`src/rtl/memory_access_stage_pkg.sv`:
```
// Shared types and defaults for the memory (M) pipeline stage.
package memory_access_stage_pkg;

  localparam int DATA_W_DEF = 16;
  localparam int REG_W_DEF  = 4;

  typedef enum logic [1:0] {
    IDLE   = 2'd0,
    WAIT   = 2'd1,
    HALTED = 2'd2
  } mem_state_e;

endpackage

```
`src/rtl/memory_access_stage_mw_pipe_reg.sv`:
```
// M/W pipeline register: reset > load > bubble > hold (freeze).
module mw_pipe_reg #(
  parameter int DATA_W = 16,
  parameter int REG_W  = 4
) (
  input  logic              clk,
  input  logic              rst,
  input  logic              load,
  input  logic              bubble,
  input  logic              hlt_in,
  input  logic              reg_write_in,
  input  logic [REG_W-1:0]  write_reg_in,
  input  logic [DATA_W-1:0] write_data_in,
  output logic              valid_mw,
  output logic              hlt_mw,
  output logic              reg_write_mw,
  output logic [REG_W-1:0]  write_reg_mw,
  output logic [DATA_W-1:0] write_data_mw
);

  logic              valid_q, valid_d;
  logic              hlt_q, hlt_d;
  logic              reg_write_q, reg_write_d;
  logic [REG_W-1:0]  write_reg_q, write_reg_d;
  logic [DATA_W-1:0] write_data_q, write_data_d;

  always_comb begin
    valid_d      = valid_q;
    hlt_d        = hlt_q;
    reg_write_d  = reg_write_q;
    write_reg_d  = write_reg_q;
    write_data_d = write_data_q;
    if (load) begin
      valid_d      = 1'b1;
      hlt_d        = hlt_in;
      reg_write_d  = reg_write_in;
      write_reg_d  = write_reg_in;
      write_data_d = write_data_in;
    end else if (bubble) begin
      // Bubble kills the control bits only; payload is don't-care.
      valid_d     = 1'b0;
      hlt_d       = 1'b0;
      reg_write_d = 1'b0;
    end
  end

  always_ff @(posedge clk) begin
    if (rst) begin
      valid_q      <= 1'b0;
      hlt_q        <= 1'b0;
      reg_write_q  <= 1'b0;
      write_reg_q  <= '0;
      write_data_q <= '0;
    end else begin
      valid_q      <= valid_d;
      hlt_q        <= hlt_d;
      reg_write_q  <= reg_write_d;
      write_reg_q  <= write_reg_d;
      write_data_q <= write_data_d;
    end
  end

  assign valid_mw      = valid_q;
  assign hlt_mw        = hlt_q;
  assign reg_write_mw  = reg_write_q;
  assign write_reg_mw  = write_reg_q;
  assign write_data_mw = write_data_q;

endmodule

```
`src/rtl/memory_access_stage.sv`:
```
// Memory stage: data-memory handshake FSM, write-back mux, M/W register.
// Optional M-to-M store-data forwarding enabled by defining MEM_FWD_EN.
module memory_access_stage
  import memory_access_stage_pkg::*;
#(
  parameter int DATA_W = DATA_W_DEF,
  parameter int REG_W  = REG_W_DEF
) (
  input  logic              clk,
  input  logic              rst,
  input  logic              hlt_xm,
  input  logic              mem_read_xm,
  input  logic              mem_write_xm,
  input  logic              mem_to_reg_xm,
  input  logic              reg_write_xm,
  input  logic              pcs_xm,
  input  logic [REG_W-1:0]  write_reg_xm,
  input  logic [REG_W-1:0]  rt_xm,
  input  logic [DATA_W-1:0] next_pc_xm,
  input  logic [DATA_W-1:0] reg2_xm,
  input  logic [DATA_W-1:0] alu_out_xm,
  output logic              mem_req,
  output logic              mem_we,
  output logic [DATA_W-1:0] mem_addr,
  output logic [DATA_W-1:0] mem_wdata,
  input  logic [DATA_W-1:0] mem_rdata,
  input  logic              mem_ready,
  output logic              stall_m,
  output logic              valid_mw,
  output logic              hlt_mw,
  output logic              reg_write_mw,
  output logic [REG_W-1:0]  write_reg_mw,
  output logic [DATA_W-1:0] write_data_mw
);

  mem_state_e        state_q, state_d;
  logic              access;
  logic              mw_load, mw_bubble;
  logic [DATA_W-1:0] wb_data;

  assign access = mem_read_xm | mem_write_xm;

  always_comb begin
    state_d   = state_q;
    mem_req   = 1'b0;
    stall_m   = 1'b0;
    mw_load   = 1'b0;
    mw_bubble = 1'b0;
    case (state_q)
      IDLE, WAIT: begin
        if (access || state_q == WAIT) begin
          mem_req = 1'b1;
          if (mem_ready) begin
            mw_load = 1'b1;
            state_d = hlt_xm ? HALTED : IDLE;
          end else begin
            stall_m   = 1'b1;
            mw_bubble = 1'b1;
            state_d   = WAIT;
          end
        end else begin
          mw_load = 1'b1;
          if (hlt_xm) state_d = HALTED;
        end
      end
      HALTED: ;
      default: state_d = IDLE;
    endcase
    if (rst) begin
      state_d   = IDLE;
      mem_req   = 1'b0;
      stall_m   = 1'b0;
      mw_load   = 1'b0;
      mw_bubble = 1'b0;
    end
  end

  always_ff @(posedge clk) begin
    if (rst) state_q <= IDLE;
    else     state_q <= state_d;
  end

  assign mem_we   = mem_req & mem_write_xm;
  assign mem_addr = alu_out_xm;

  // A store never captures read data, even if mem_read_xm is also set.
  always_comb begin
    if (mem_to_reg_xm && !mem_write_xm) wb_data = mem_rdata;
    else if (pcs_xm)                    wb_data = next_pc_xm;
    else                                wb_data = alu_out_xm;
  end

`ifdef MEM_FWD_EN
  logic              fwd_hit;
  logic [DATA_W-1:0] wdata_sel;
  logic [DATA_W-1:0] wdata_q, wdata_d;

  assign fwd_hit   = mem_write_xm & reg_write_mw & valid_mw &
                     (rt_xm == write_reg_mw) & (write_reg_mw != '0);
  assign wdata_sel = fwd_hit ? write_data_mw : reg2_xm;

  // The producer is bubbled out of M/W while waiting, so hold the forwarded value.
  always_comb begin
    wdata_d = wdata_q;
    if (state_q == IDLE && state_d == WAIT) wdata_d = wdata_sel;
  end

  always_ff @(posedge clk) begin
    if (rst) wdata_q <= '0;
    else     wdata_q <= wdata_d;
  end

  assign mem_wdata = (state_q == WAIT) ? wdata_q : wdata_sel;
`else
  logic unused_fwd;
  assign unused_fwd = ^rt_xm;
  assign mem_wdata  = reg2_xm;
`endif

  mw_pipe_reg #(.DATA_W(DATA_W), .REG_W(REG_W)) u_mw (
    .clk          (clk),
    .rst          (rst),
    .load         (mw_load),
    .bubble       (mw_bubble),
    .hlt_in       (hlt_xm),
    .reg_write_in (reg_write_xm),
    .write_reg_in (write_reg_xm),
    .write_data_in(wb_data),
    .valid_mw     (valid_mw),
    .hlt_mw       (hlt_mw),
    .reg_write_mw (reg_write_mw),
    .write_reg_mw (write_reg_mw),
    .write_data_mw(write_data_mw)
  );

endmodule

```
`config.mk`:
```
export PLATFORM = sky130hd
export DESIGN_NAME = memory_access_stage
export DESIGN_NICKNAME = d
export VERILOG_FILES = /design/src/rtl/memory_access_stage_pkg.sv /design/src/rtl/memory_access_stage_mw_pipe_reg.sv /design/src/rtl/memory_access_stage.sv
export SDC_FILE = /design/constraint.sdc
export NUM_CORES = 1
export LEC_CHECK = 0
export CORE_MARGIN = 10
export CORE_UTILIZATION = 35
export CTS_CLUSTER_SIZE = 40
export DETAILED_ROUTE_END_ITERATION = 7
export HOLD_SLACK_MARGIN = 0.05
export MAX_ROUTING_LAYER = met4
export PLACE_DENSITY = 0.85
export SLEW_MARGIN = 10
export SYNTH_ARGS = -nofsm -noshare
export SYNTH_HDL_FRONTEND = slang
export SYNTH_SLANG_ARGS = --single-unit
```
`constraint.sdc`:
```
create_clock -name clk -period 4.3 [get_ports clk]
set_clock_uncertainty 0.2 [all_clocks]
set_input_delay 0.43 -clock clk [delete_from_list [all_inputs] [get_ports clk]]
set_output_delay 0.43 -clock clk [all_outputs]
set_load 0.05 [all_outputs]
```
==> run_results.csv, run 1 <==
group,metric,value,unit
status,outcome,"finished, final reports clean",
power,p_per_area,296,mW/mm²
yosys,syn_avg_cell_area,10.2,µm²
worst_setup_path,reg2reg_slack,2.32,ns
timing,relSlewSlack,0.295,
worst_hold_path,hold_depth,2,
yosys,synth_edf_count,0,
clock_network,clk_pin_slew,0.08,ns
worst_setup_path,startpoint_type,"input pin",
yosys,synth_top_area_frac,0.306,
worst_setup_path,cp.arrival,2.38,ns
yosys,ys.flop_type,"dfxtp_1",
timing,hold_viol,0,
worst_setup_path,critPathKind,"in2out",
clock_network,hold_buffers,0,
floorplanning,rows,24,
route,wl,4710,µm
clock_network,cts_setup_buffers,0,
cells_and_area,fin_area,0.00247,mm²
global_routing,grt_pass1_vias,1428,
worst_hold_path,min_from,"u_mw.reg_write_mw",
global_routing,grt_max_degree,17,
clock_network,clk_latency,0.26,ns
power,p_leak,1.06,nW
global_routing,grt_pass1_wl,7090,µm
worst_setup_path,path_max_fanout,15,
placement,placed_cell_area,0.00242,mm²
worst_setup_path,required,3.67,ns
yosys,synth_area_leader_cell,"dfxtp_1",
yosys,synth_area_leaders,"dfxtp_1, mux2i_1, buf_4",
floorplanning,die_h,88.4,µm
power,p_total,731,µW
clock_network,cts_inserted_buffers,3,
route,viasPerCell,4.62,
timing,finalCriticalPeriod,3.01,ns
placement,dp.final_hpwl,3950,µm
yosys,yosysMostFrequentCell,"buf_4",
timing,finalSetupTns,0,ns
yosys,yosys_warnings,0,
worst_setup_path,end_kind,"output pin",
power,net-switching-power,263,µW
placement,gp_congestion,0.706,
global_routing,antenna_found_initial,0,
worst_setup_path,r2r-start,"state_q[0]",
worst_setup_path,critPathMostFrequentCell,"clkdlybuf4s50_1",
global_routing,grt_overflow_total,0,
cells_and_area,antennaDiodeCount,0,
timing,rsz0062_at_grt,"false",
yosys,synth_area,0.00164,mm²
worst_setup_path,slowest_stage,"clkdlybuf4s50_1",
floorplanning,coreArea,0.00444,mm²
route,first_pass_iters,4,
cells_and_area,areaGrowthSynthToFinish,51.0,%
floorplanning,die_x,88.4,µm
route,drt_iter0_markers,17,
worst_hold_path,worstHoldPathType,"reg2reg",
route,routedWlPerCell,16.9,µm
yosys,synth_nets,242,
power,peakVddDrop,0.000167,V
yosys,synthDistinctLibCells,24,
floorplanning,initial_utilization,0.368,
worst_setup_path,path_cells,"clkdlybuf4s50_1 > nor4_1 > clkdlybuf4s50_1",
yosys,ys_seq_area_frac,0.306,
yosys,synthTopCellsByCount,"buf_4, mux2i_1, dfxtp_1",
worst_setup_path,timing.rr.end,"u_mw.write_reg_mw[3]",
floorplanning,dieArea,0.00781,mm²
clock_network,clkSinkCount,25,
worst_hold_path,worstHoldEndpoint,"u_mw.reg_write_mw",
clock_network,cts_root_buf,"clkbuf_8",
worst_setup_path,cpPeakStageDelay,0.88,ns
cells_and_area,drive_above_1_share,0.0749,
clock_network,cts_resized,0,
power,p_sw_frac,0.359,
yosys,syn-instance-count,161,
timing,timing.fmax,332,MHz
timing,worst_pin_slew,1.06,ns
cells_and_area,num-nets-final,309,
power,pwr-share-seq,0.370,
global_routing,track_usage,0.116,
yosys,ys_ff_latch,25,
clock_network,cts_max_level,1,
job,maxCapViolCount,0,
power,power_frac_comb,0.445,
timing,finalMaxSlewViolations,0,
timing,setup_viol,0,
clock_network,cts_tree,"done",
route,drc,0,
worst_setup_path,ff2ff_path_depth,4,
placement,port_buffers,102,
worst_setup_path,path_delay_family,"buffers and inverters",
timing,fin_crit_sh,0.701,
yosys,synth-async-reset-ratio,0,
power,p_int,468,µW
clock_network,cts_buffer_depth,2,
worst_setup_path,path_depth,3,
floorplanning,io_pins,139,
power,clkPwrFrac,0.185,
worst_setup_path,path_buf_inv,2,
route,vias,1290,
route,ant_nets,0,
## layer usage
metal	share of wire	GRT usage	wire, µm
met1	0.39	0.120	1820
met2	0.47	0.196	2230
met3	0.14	0.0579	647
met4	0.0036	0.0250	17
met5	0	-	0
## flip-flops by register name (all words and copies together) (netlist names)
register	cells
u_mw.write_reg_mw	4
u_mw.reg_write_mw	1
u_mw.valid_mw	1
u_mw.hlt_mw	1
state_q	2
u_mw.write_data_mw	16
## cells in the final DEF (no fill, tap or decap), types with 2 or more instances in the layout
master,n
clkbuf_8,3
mux2_4,4
nor2b_1,7
mux2_1,10
mux2i_1,32
clkdlybuf4s50_1,102
nand2b_1,17
mux2_2,6
dfxtp_1,25
buf_4,2
nand2_1,2
o21ai_0,2
nor4_1,2
nor3_1,2
a21oi_1,3
## worst reg2reg max path, cell delays in order (launching register included)
cell     delay [ns]
dfxtp_1        0.38
nor3_4         0.08
o21ai_2        0.54
buf_4          0.36
mux2_4         0.33
## cell families (layout without fill, tap and decap cells)
family          count (synthesis)  count (layout)  synth area share
flops                          25              25             0.306
mux                            52              52             0.343
simple gates                   35              35             0.135
buf+inv                        42             108             0.191
compound gates                  7               7            0.0252
## area by class of cell
cell class / count / area (µm²)
clock buffers: 4 / 45.0
fillers: 396 / 1970
multi-input cells: 94 / 823
flip-flops and latches: 25 / 500
well taps: 52 / 65.1
repair buffers: 104 / 1040
## worst max path at each step
| stage | slack (ns) | to | from |
|---|---|---|---|
| finish | 1.29 | stall_m | rst |
| floorplan | 1.52 | stall_m | rst |
| global placement | 1.31 | stall_m | rst |
| global route | 1.16 | stall_m | rst |
| CTS | 1.26 | stall_m | rst |
| detailed placement | 1.26 | stall_m | rst |
## per-stage QoR
step	hold WS (ns)	std cells	util	worst slack (ns)
6_report	0.258	279	0.556	1.29
3_5_place_dp	0.249	275	0.546	1.26
5_1_grt	0.301	279	0.556	1.16
3_3_place_gp	0.243	275	0.546	1.31
2_1_floorplan	0.309	161	-	1.52
4_1_cts	0.261	279	0.556	1.26
## power groups by stage
stage,Clock (mW),Sequential [mW],Combinational (mW)
floorplan,0,0.354,0.166
global placement,0,0.275,0.324
detailed placement,0,0.276,0.328
CTS,0.142,0.271,0.329
global route,0.152,0.275,0.342
finish,0.135,0.270,0.325
Power figures use the tool's default switching activity.
==> run 2: changes to the inputs <==
Settings changed: CORE_UTILIZATION 35 to 32, PLACE_DENSITY 0.85 to 0.79.
Clock period 4.3 ns to 2.86 ns, I/O delays scaled along.
==> run 2 against run 1 <==
Net effect:
- critical path depth is 1 higher
- critical path type unchanged
- clock power increased by 54%
- sequential power grew 50%
- largest power group unchanged
- sequential cell count did not move
- non-clock buffer count up 5
- setup slack lost 0.61 ns
- routed wire length increased by 2.4%
- register-to-register slack worse by 1.1 ns
==> run_results.csv, run 2 (synthesis results as in run 1) <==
group,metric,value,unit
clock_network,cts_max_level,1,
route,first_pass_iters,3,
route,ant_nets,0,
worst_setup_path,required,2.37,ns
global_routing,track_usage,0.115,
cells_and_area,num-nets-final,314,
timing,finalMaxSlewViolations,0,
worst_setup_path,path_delay_family,"buffers and inverters",
power,net-switching-power,401,µW
floorplanning,die_h,91.5,µm
timing,fin_crit_sh,0.762,
timing,setup_viol,0,
job,maxCapViolCount,0,
power,p_int,714,µW
clock_network,cts_buffer_depth,2,
worst_hold_path,worstHoldPathType,"reg2reg",
global_routing,antenna_found_initial,0,
cells_and_area,layout_commonest_cell,"clkdlybuf4s50_1",
clock_network,clk_pin_slew,0.09,ns
clock_network,cts_tree,"done",
floorplanning,io_pins,139,
timing,hold_viol,0,
clock_network,clk_latency,0.27,ns
worst_setup_path,startpoint_type,"input pin",
floorplanning,rows,25,
clock_network,cts_setup_buffers,0,
timing,hold_ws,0.260,ns
power,clkPwrFrac,0.186,
clock_network,cts_root_buf,"clkbuf_8",
status,outcome,"finished, final reports clean",
timing,rsz0062_at_grt,"false",
route,wl,4820,µm
placement,dp.final_hpwl,4070,µm
route,drc,0,
placement,gp_congestion,0.759,
power,p_leak,1.10,nW
clock_network,clkSinkCount,25,
timing,timing.fmax,459,MHz
global_routing,grt_pass1_wl,7690,µm
timing,finalCriticalPeriod,2.18,ns
cells_and_area,areaGrowthSynthToFinish,56.3,%
route,met1_length,1940,µm
power,p_per_area,436,mW/mm²
route,vias,1304,
floorplanning,initial_utilization,0.337,
route,dr_wl_met3,671,µm
power,pwr-share-seq,0.364,
route,routedWlPerCell,16.1,µm
power,p_sw_frac,0.360,
floorplanning,dieArea,0.00837,mm²
worst_setup_path,cp.arrival,1.69,ns
route,viasPerCell,4.36,
worst_setup_path,end_kind,"output pin",
worst_setup_path,cpPeakStageDelay,0.55,ns
clock_network,cts_inserted_buffers,3,
cells_and_area,antennaDiodeCount,0,
global_routing,grt_overflow_total,0,
clock_network,cts_resized,0,
route,drt_iter0_markers,27,
route,topRoutingLayerUsed,"met4",
worst_setup_path,path_buf_inv,3,
timing,relSlewSlack,0.573,
timing,finalSetupTns,0,ns
floorplanning,coreArea,0.00485,mm²
worst_setup_path,path_cells,"clkdlybuf4s50_1 > buf_4 > nor4_1 > buf_12",
global_routing,grt_pass1_vias,1402,
cells_and_area,fin_area,0.00256,mm²
global_routing,grt_max_degree,17,
power,peakVddDrop,0.000369,V
worst_setup_path,slowest_stage,"nor4_1",
placement,placed_cell_area,0.00251,mm²
placement,port_buffers,102,
worst_setup_path,reg2reg_slack,1.20,ns
timing,worst_pin_slew,0.635,ns
cells_and_area,largest_reg_flops,16,
worst_setup_path,critPathKind,"in2out",
worst_setup_path,path_max_fanout,12,
power,p_total,1.12,mW
floorplanning,die_x,91.5,µm
power,power_frac_comb,0.450,
cells_and_area,layout_common_cells,"clkdlybuf4s50_1, mux2i_1, dfxtp_1",
route,met2_length,2170,µm
clock_network,hold_buffers,0,
cells_and_area,drive_above_1_share,0.108,
[run 2: worst reg2reg max path: cells and delay by family, from the launching register on]
family / cells / cell delay (ns)
flip-flops: 1 / 0.53
buffers and inverters: 1 / 0.31
AO/OA/AOI/OAI: 1 / 0.22
multiplexers: 1 / 0.21
AND/OR/NAND/NOR: 1 / 0.13
[run 2: worst paths after layout]
kind	cells past startpoint	endpoint	start
max reg2reg	4	u_mw.write_data_mw[12]	state_q[1]
max	4	stall_m	rst
min	2	u_mw.hlt_mw	u_mw.hlt_mw
min reg2reg	2	u_mw.hlt_mw	u_mw.hlt_mw
[run 2: power groups by stage]
| stage | Clock, mW | Combinational (mW) | Sequential, mW |
|---|---|---|---|
| after floorplan | 0 | 0.249 | 0.533 |
| after global placement | 0 | 0.503 | 0.413 |
| after detailed placement | 0 | 0.507 | 0.415 |
| after CTS | 0.223 | 0.509 | 0.407 |
| after global routing | 0.241 | 0.529 | 0.412 |
| final | 0.208 | 0.502 | 0.406 |
[run 2: final cells by class]
type	instances	area, µm²
fill	448	2290
timing repair buffer	109	1100
multi-input combinational	94	823
tap	67	83.8
clock buffer	4	45.0
sequential	25	500
[run 2: layer usage]
metal  vias to the layer above  track usage
li1                        655            -
met2                        76        0.176
met5                         -            -
met4                         0       0.0248
met1                       567        0.128
met3                         6       0.0634
[run 2: per-stage QoR]
stage	cells	util	setup slack, ns
floorplan	161	-	0.278
global placement	295	0.518	0.674
detailed placement	295	0.518	0.685
CTS	299	0.527	0.669
global route	299	0.527	0.613
finish	299	0.527	0.681
==> RTL change (flow settings as in run 2) <==
The 3 states of `mem_state_e` get a one-hot encoding in 3 bits.
--- a/src/rtl/memory_access_stage_pkg.sv
+++ b/src/rtl/memory_access_stage_pkg.sv
@@ -4,10 +4,10 @@
   localparam int DATA_W_DEF = 16;
   localparam int REG_W_DEF  = 4;
 
-  typedef enum logic [1:0] {
-    IDLE   = 2'd0,
-    WAIT   = 2'd1,
-    HALTED = 2'd2
+  typedef enum logic [2:0] {
+    IDLE   = 3'b001,
+    WAIT   = 3'b010,
+    HALTED = 3'b100
   } mem_state_e;
 
 endpackage
Behaviour: same outputs for any inputs over 10 cycles, from zero or initial values and one cycle with rst high; not proved beyond that.
==> RTL change against run 2 <==
Cell count grew 9.4%; final area shrank 2.7%; first-iteration DRC count grew 89%; sequential cell count grew 1; power grew 11%; synthesized area shrank 3.9%; die area shrank 3.0%; routed wire length grew 0.70%; register-to-register slack lost 410 ps; combinational power grew 14%; global-route usage grew 0.16 points; worst setup slack lost 70 ps; fmax shrank 3.1%; synthesized cell count grew 21%; largest cell class unchanged; largest power group unchanged.
==> RTL change: results (changes against run 2) <==
The maximum number of pins on one net before global-route repair came out at 33 (was 17). The number of global-route vias before repair is 1590 (was 1402). The endpoint of the worst register-to-register path is u_mw.write_data_mw[1] (was u_mw.write_data_mw[12]). The total number of multi-input combinational cells came out at 124 (was 94). The routed length per placed instance is 14.9 um (was 16.1 um). The slack of the worst reg-to-reg path was 790 ps (was 1200 ps).

The number of sequential cells in the layout is 26 (was 25). The mux cell area share after synthesis came out at 0.102 (was 0.343). The proportion of layout cells with a drive suffix above 1 is 0.0577 (was 0.108). The detailed-placement wirelength estimate came out at 4.01 mm (was 4.07 mm). The total length of routed wires came out at 4.86 mm (was 4.82 mm).

The portion of the post-synthesis area used by sequential elements is 0.331 (was 0.306). The area share of buffers outside the clock network is 0.435 (was 0.432). The count of TritonRoute iterations in the first routing pass is 4 (was 3).

The share of the synthesized netlist area taken by xor and xnor gates came to 0.00557 (was 0). The compound-gate portion of the synthesized area is 0.194 (was 0.0252). The clock network contribution to total cell area came out at 0.0221 (was 0.0176).

The number of instances in the placed design is 323 (was 295). The power of the sequential group is 0.000429 W (was 0.000406 W). The actual transition at the worst max-transition pin is 853 ps (was 635 ps).

The critical path startpoint is mem_write_xm (was rst). The via count was 1518 (was 1304). The placement-stage cell area is 2430 um2 (was 2510 um2). The total global-route track usage came out at 0.116 (was 0.115).

The total leakage power came out at 0.955 nW (was 1.10 nW). The worst-case hold path end point was u_mw.write_data_mw[6] (was u_mw.hlt_mw). The post-synth net total came to 276 (was 242). The critical-path maximum fanout is 5 (was 12). The last element of the critical path is mem_we (was stall_m).

The fill cell instance count of the final layout was 465 (was 448). Cell types with the largest area share after synthesis: dfxtp_1 33%, buf_4 15%, nand2_1 11% (was dfxtp_1 31%, mux2i_1 20%, buf_4 15%). Status: finished, final reports clean (unchanged). Top cells by instance count after synthesis: 44 x nand2_1, 32 x buf_4, 26 x dfxtp_1 (was 33 x buf_4, 32 x mux2i_1, 25 x dfxtp_1).
==> RTL change: cell count changes after synthesis, sizes merged, moves of 2 or more <==
cell	delta
nand2	+42
o21ai	-2
nand2b	-14
nor2b	-5
mux2	-20
clkbuf	+3
nor2	+4
mux2i	-16
o211ai	+16
a21oi	+21
nor3	-2
==> RTL change: per-stage QoR <==
stage               power, W  setup slack (ps)   util
detailed placement   0.00102               399  0.512
finish               0.00124               611  0.523
global route         0.00130               460  0.523
global placement     0.00101               433  0.512
floorplan           0.000864               115      -
CTS                  0.00125               600  0.523
==> RTL change: critical path, stage by stage <==
cell and delay (ps):
clkdlybuf4s50_1 460, or2_2 290, a21oi_1 230, nor3_1 130
and2_1 210, buf_12 150
==> RTL change: routing by layer <==
layer / part of all wire / vias up / GRT usage
met2: 0.49 / 66 / 0.203
met4: 0.0051 / 0 / 0.0199
met1: 0.43 / 680 / 0.122
met3: 0.071 / 4 / 0.0474
met5: 0 / - / -
li1: - / 768 / -
